<file path="config.mk">
export PLATFORM = sky130hd
export DESIGN_NAME = binarize_stream
export DESIGN_NICKNAME = d
export VERILOG_FILES = /design/src/rtl/binarize_stream.sv
export SDC_FILE = /design/constraint.sdc
export NUM_CORES = 1
export LEC_CHECK = 0
export BUFFER_PORTS_ARGS = -buffer_cell sky130_fd_sc_hd__buf_2
export CORE_ASPECT_RATIO = 0.75
export CORE_MARGIN = 1.5
export CORE_UTILIZATION = 41
export CTS_CLUSTER_DIAMETER = 30
export CTS_CLUSTER_SIZE = 16
export DETAILED_ROUTE_END_ITERATION = 16
export GPL_TIMING_DRIVEN = 0
export MAX_ROUTING_LAYER = met4
export PLACE_DENSITY = 0.82
export SETUP_SLACK_MARGIN = 0.05
export SKIP_LAST_GASP = 1
export SLEW_MARGIN = 20
export SYNTH_ARGS = -nofsm -noshare
export SYNTH_HDL_FRONTEND = slang
export SYNTH_SLANG_ARGS = --single-unit
</file>
<file path="constraint.sdc">
create_clock -name clk -period 2.7 [get_ports clk]
set_clock_uncertainty 0.05 [all_clocks]
set_input_delay 0.27 -clock clk [delete_from_list [all_inputs] [get_ports clk]]
set_output_delay 0.27 -clock clk [all_outputs]
set_load 0.005 [all_outputs]
</file>
<file path="src/rtl/binarize_stream.sv">
// Streaming pixel binariser with manual or frame-mean threshold and one output register stage.
// Define BINARIZE_AUTO_THRESH_EN to build the frame-mean accumulator, FSM and divider.
module binarize_stream #(
  parameter int               PIX_W       = 12,
  parameter int               CNT_W       = 20,
  parameter logic [PIX_W-1:0] THRESH_INIT = 12'h555
) (
  input  logic             clk,
  input  logic             rst_n,
  input  logic [PIX_W-1:0] cfg_thresh,
  input  logic             cfg_auto,
  input  logic             cfg_invert,
  input  logic             in_valid,
  output logic             in_ready,
  input  logic [PIX_W-1:0] in_pixel,
  input  logic             in_sof,
  input  logic             in_eof,
  output logic             out_valid,
  input  logic             out_ready,
  output logic [PIX_W-1:0] out_pixel,
  output logic             out_sof,
  output logic             out_eof,
  output logic [PIX_W-1:0] thr_cur,
  output logic             auto_busy
);

  logic             acc;
  logic [PIX_W-1:0] thr_next;
  logic [PIX_W-1:0] thr_sel;

  assign in_ready = !out_valid || out_ready;
  assign acc      = in_valid && in_ready;
  assign thr_sel  = (acc && in_sof) ? thr_next : thr_cur;

  always_ff @(posedge clk) begin
    if (!rst_n) begin
      out_valid <= 1'b0;
      out_pixel <= '0;
      out_sof   <= 1'b0;
      out_eof   <= 1'b0;
      thr_cur   <= THRESH_INIT;
    end else begin
      if (acc) begin
        out_valid <= 1'b1;
        out_pixel <= {PIX_W{(in_pixel >= thr_sel) ^ cfg_invert}};
        out_sof   <= in_sof;
        out_eof   <= in_eof;
      end else if (out_ready) begin
        out_valid <= 1'b0;
      end
      if (acc && in_sof) thr_cur <= thr_next;
    end
  end

`ifdef BINARIZE_AUTO_THRESH_EN
  // state  | meaning
  // IDLE   | no measurement running
  // ACCUM  | summing pixels of the current frame
  // DIVIDE | restoring divide sum/cnt, one quotient bit per cycle
  // HOLD   | mean ready, applied on the next sof beat
  localparam int SUM_W  = PIX_W + CNT_W;
  localparam int DIV_CW = $clog2(SUM_W);

  typedef enum logic [1:0] {IDLE, ACCUM, DIVIDE, HOLD} state_t;

  state_t            state, state_nxt;
  logic [SUM_W-1:0]  sum, sum_nxt;
  logic [CNT_W-1:0]  cnt, cnt_nxt;
  logic [CNT_W-1:0]  rem, rem_nxt;
  logic [DIV_CW-1:0] div_cnt, div_cnt_nxt;
  logic [PIX_W-1:0]  mean, mean_nxt;
  logic [CNT_W:0]    rem_sh;
  logic              q_bit;
  logic [SUM_W-1:0]  quo;

  always_ff @(posedge clk) begin
    if (!rst_n) begin
      state   <= IDLE;
      sum     <= '0;
      cnt     <= '0;
      rem     <= '0;
      div_cnt <= '0;
      mean    <= '0;
    end else begin
      state   <= state_nxt;
      sum     <= sum_nxt;
      cnt     <= cnt_nxt;
      rem     <= rem_nxt;
      div_cnt <= div_cnt_nxt;
      mean    <= mean_nxt;
    end
  end

  always_comb begin
    state_nxt   = state;
    sum_nxt     = sum;
    cnt_nxt     = cnt;
    rem_nxt     = rem;
    div_cnt_nxt = div_cnt;
    mean_nxt    = mean;
    // sum doubles as the quotient shift register while dividing
    rem_sh      = {rem, sum[SUM_W-1]};
    q_bit       = rem_sh >= {1'b0, cnt};
    quo         = {sum[SUM_W-2:0], q_bit};
    if (!cfg_auto) begin
      state_nxt = IDLE;
    end else begin
      case (state)
        IDLE, HOLD, ACCUM: begin
          if (acc && (in_sof || state == ACCUM)) begin
            if (in_sof) begin
              sum_nxt   = SUM_W'(in_pixel);
              cnt_nxt   = CNT_W'(1);
              state_nxt = ACCUM;
            end else if (cnt != '1) begin
              sum_nxt = sum + SUM_W'(in_pixel);
              cnt_nxt = cnt + CNT_W'(1);
            end
            if (in_eof) begin
              state_nxt   = DIVIDE;
              rem_nxt     = '0;
              div_cnt_nxt = DIV_CW'(SUM_W - 1);
            end
          end
        end
        DIVIDE: begin
          rem_nxt     = q_bit ? CNT_W'(rem_sh - {1'b0, cnt}) : CNT_W'(rem_sh);
          sum_nxt     = quo;
          div_cnt_nxt = div_cnt - DIV_CW'(1);
          if (div_cnt == '0) begin
            mean_nxt  = (|quo[SUM_W-1:PIX_W]) ? '1 : quo[PIX_W-1:0];
            state_nxt = HOLD;
          end
        end
        default: state_nxt = IDLE;
      endcase
    end
  end

  assign thr_next  = !cfg_auto ? cfg_thresh : (state == HOLD) ? mean : thr_cur;
  assign auto_busy = (state == DIVIDE);
`else
  logic [CNT_W:0] auto_unused;

  assign auto_unused = {(CNT_W + 1){cfg_auto}};
  assign thr_next    = cfg_thresh;
  assign auto_busy   = 1'b0;
`endif

endmodule

</file>
==> results.txt <==
The hold violation total from the final report came out at 0. The post-detailed-route DRC marker count came out at 0. In this run the most critical hold path is launched from cfg_thresh[6]. The synthesis-to-layout area growth is 35.8%. The final setup violation count came out at 0.

The final critical-path setup slack came out at 251 ps. The required time of the critical path came out at 2820 ps. The first global-routing pass estimated about 3.4 mm of wire. The share of the cycle needed by the critical path after routing is between 90% and 100%.

The worst setup path is captured at a flop. Of the total synthesized cell area, the portion taken by AND, OR, NAND and NOR gates is 15.6%. By area the synthesized netlist is led by dfxtp_1 34%, ha_1 16%, mux2i_1 12%, buf_4 10%, a21oi_1 4.2%. The final cell utilization of the core is about three fifths.

The global routing usage summed across all routing layers came out at 18.4%. The overflow left after global routing came out at 0. Setup repair after global routing left no endpoint under its margin. Summing the areas of all fa, ha and maj instances in the mapped netlist gives approximately 16% of the synthesized area. The terminating pin of the worst hold path is thr_cur[6]. Power spread over the standard cell area amounts to approximately 430 mW/mm². The core outline area is 0.00208 mm².

The path depth of the worst reg2reg path came out at 10. The post-route non-filler standard cell count is between 150 and 200. The count of warnings emitted by yosys is 0. The post-synthesis share of cell area spent on xor and xnor gates is 0%. After clock tree synthesis, the clock-pin slew on the worst setup and hold paths is about 90 ps.

The worst register-to-register path begins at out_valid. The cell count after placement is 183. The final wirelength came out at 2.22 mm. At the worst endpoint, the arrival time is between 2000 and 3000 ps. The vias per cell is ~5.0. In the final design database the tool counted 208 nets. Setup total negative slack on the finished layout was measured at 0 ps. The number of antenna diodes in the final layout is 0.

Of the cells placed in the final design, the portion with a size suffix greater than 1 is approximately 48%. The number of buffers inserted during clock tree synthesis came out at 3. Summing the areas of all compound-gate instances in the mapped netlist gives under 10% of the synthesized area. The synthesized netlist net count is between 100 and 150.

The total power after layout is about 0.55 mW. The total iterations of the first detailed-routing run came out at 4. The number of standard-cell rows in the floorplan is 14. The count of routing violations after the opening detailed-route iteration is 21.

The number of hold buffers added after CTS is 0. The number of cells on the worst hold path came out at 3. The leakage power of the design came out at between 0.7 and 0.8 nW.

The die span in x is roughly 58 µm. The most common cell after layout, fill and taps aside is buf_2. The initial antenna violation count is 0.

Post-CTS timing repair inserted 0 buffers for setup. In this run the count of I/O pins placed on the die edge is 61. The clock drives 16 sinks. The count of different cell masters after synthesis is 26.

CTS placed an instance of clkbuf_4 at the clock tree root. The post-detailed-placement half-perimeter wirelength came out at 1.79 mm. The number of cells upsized or downsized after cts came out at 0. The worst-case clock buffer depth is 2. The mux share of post-synthesis cell area is 12.8%.

The starting utilization of the core area came out at a little under half. The average wire per standard cell is ~12 µm. TritonCTS built the clock tree. The fmax is 0.408 GHz.

The number of maximum-capacitance violations came out at 0. The minimum setup slack among reg-to-reg paths is approximately 250 ps. Across the VDD grid, the largest voltage drop is approximately 0.25 mV. In the layout the commonest cells are 57 x buf_2, 16 x dfxtp_1, 13 x buf_4. In this run the number of H-tree levels came out at 1. The path class of the tightest hold or removal check is in -> reg. The flow ran to the end, and the final reports show no timing, DRC or antenna violations. The synthesized area divided by synthesized cell count is around 9.3 µm². The clock latency reported for the late side of the worst-skew pair came out at 290 ps. The pre-CTS worst setup slack is 185 ps.

By startpoint and endpoint, the worst setup path is classified as reg -> reg. The synthesized netlist occupies a cell area of around 940 µm². The max-slew violation count is 0. The vertical die dimension came out at around 45 µm. Summed over all instances, the cell type with the most area after synthesis is dfxtp_1. The dominant combinational cell family by area after synthesis is adder cells. Port buffering added 57 buffers. The maximum number of pins on one net before global-route repair came out at 14. The startpoint type of the worst setup path is a flop. The capture instance of the worst register-to-register path is out_pixel[0].

The number of global-route vias before repair was about 800. The synthesized design contains 16 register bits. The area of the die is roughly 0.0026 mm². Sequential cells were found to cover about a third of the synthesized design area. The count of mapped cells out of synthesis came out at approximately 100.

Subtracting the final worst setup slack from the clock period gives ~2400 ps. The share of synthesized area in the top cell type comes to roughly a third. In this run the remaining antenna-violating nets after routing total 0. The placer's final routability congestion estimate is 0.776.

The via count of the routed design is 924. The top fanout value on the critical path came out at 10.
## how the worst max path moves through the flow
stage               from  depth (start not counted)  slack (ps)      endpoint
2_1_floorplan  out_valid                         10         430  out_pixel[0]
3_3_place_gp   out_ready                         11         240  out_pixel[0]
3_5_place_dp   out_ready                         11         180  out_pixel[0]
4_1_cts        out_valid                         10         230  out_pixel[0]
5_1_grt        out_valid                         10          70  out_pixel[0]
6_report       out_valid                         10         250  out_pixel[0]
## routing by layer
| layer | share of wire (%) | global-route usage (%) | vias to the layer above |
|---|---|---|---|
| met5 | 0 | - | - |
| met4 | 0.63 | 4.19 | 0 |
| met3 | 12 | 7.60 | 2 |
| met2 | 45 | 30.3 | 53 |
| met1 | 42 | 21.0 | 402 |
| li1 | - | - | 467 |
## cells by family (layout without fill, tap and decap cells)
logic type | Yosys count | in the layout
mux | 12 | 12
compound gates | 14 | 14
buf+inv | 18 | 78
other cells | 1 | 1
flops | 16 | 16
fa+ha+maj | 12 | 12
simple gates | 29 | 29
## power breakdown
| part | internal (mW) | switching [mW] |
|---|---|---|
| Sequential | 0.249 | 0.0109 |
| Clock | 0.0518 | 0.0744 |
| Combinational | 0.0898 | 0.0706 |
| Total | 0.391 | 0.156 |
## critical path, cell delays in order, from the launching register on
cell      delay [ps]
dfxtp_1          380
nand2b_4          90
nand3_2          130
buf_4            230
mux2i_1          260
ha_1             270
o21ai_1          130
a21oi_1           50
o31a_1           260
o21ai_0          130
or3b_1           350
## Yosys cell counts
cell	instances
o31a_1	1
nand4_1	3
or3b_1	1
conb_1	1
o21ai_0	1
inv_2	1
nor3_1	2
o21ai_2	1
nand3_2	1
mux2i_1	11
inv_1	2
nand2_1	9
nand3_1	2
o21ai_1	1
a21oi_1	8
or2_1	1
dfxtp_1	16
nand2b_4	1
nor4_1	1
a32o_1	1
a21o_1	1
mux2_2	1
buf_4	13
ha_1	12
nor2_1	8
clkbuf_1	2
## registers in the layout (all words and copies together), names as in the netlist
register	cells
out_sof	1
out_pixel	1
thr_cur	12
out_eof	1
out_valid	1
## area by class of cell
type,count,area (µm²)
Sequential cell,16,320
Timing Repair Buffer,57,285
Inverter,3,11.3
Fill cell,199,802
Tap cell,24,30.0
Clock buffer,3,22.5
Multi-Input combinational cell,68,508
Buffer,15,105
## stage by stage
step	hold WS, ps	cell area [µm²]
4_1_cts	165	1280
6_report	174	1280
3_5_place_dp	400	1260
5_1_grt	187	1280
3_3_place_gp	393	1260
2_1_floorplan	349	945
(Power assumes the default switching activity.)
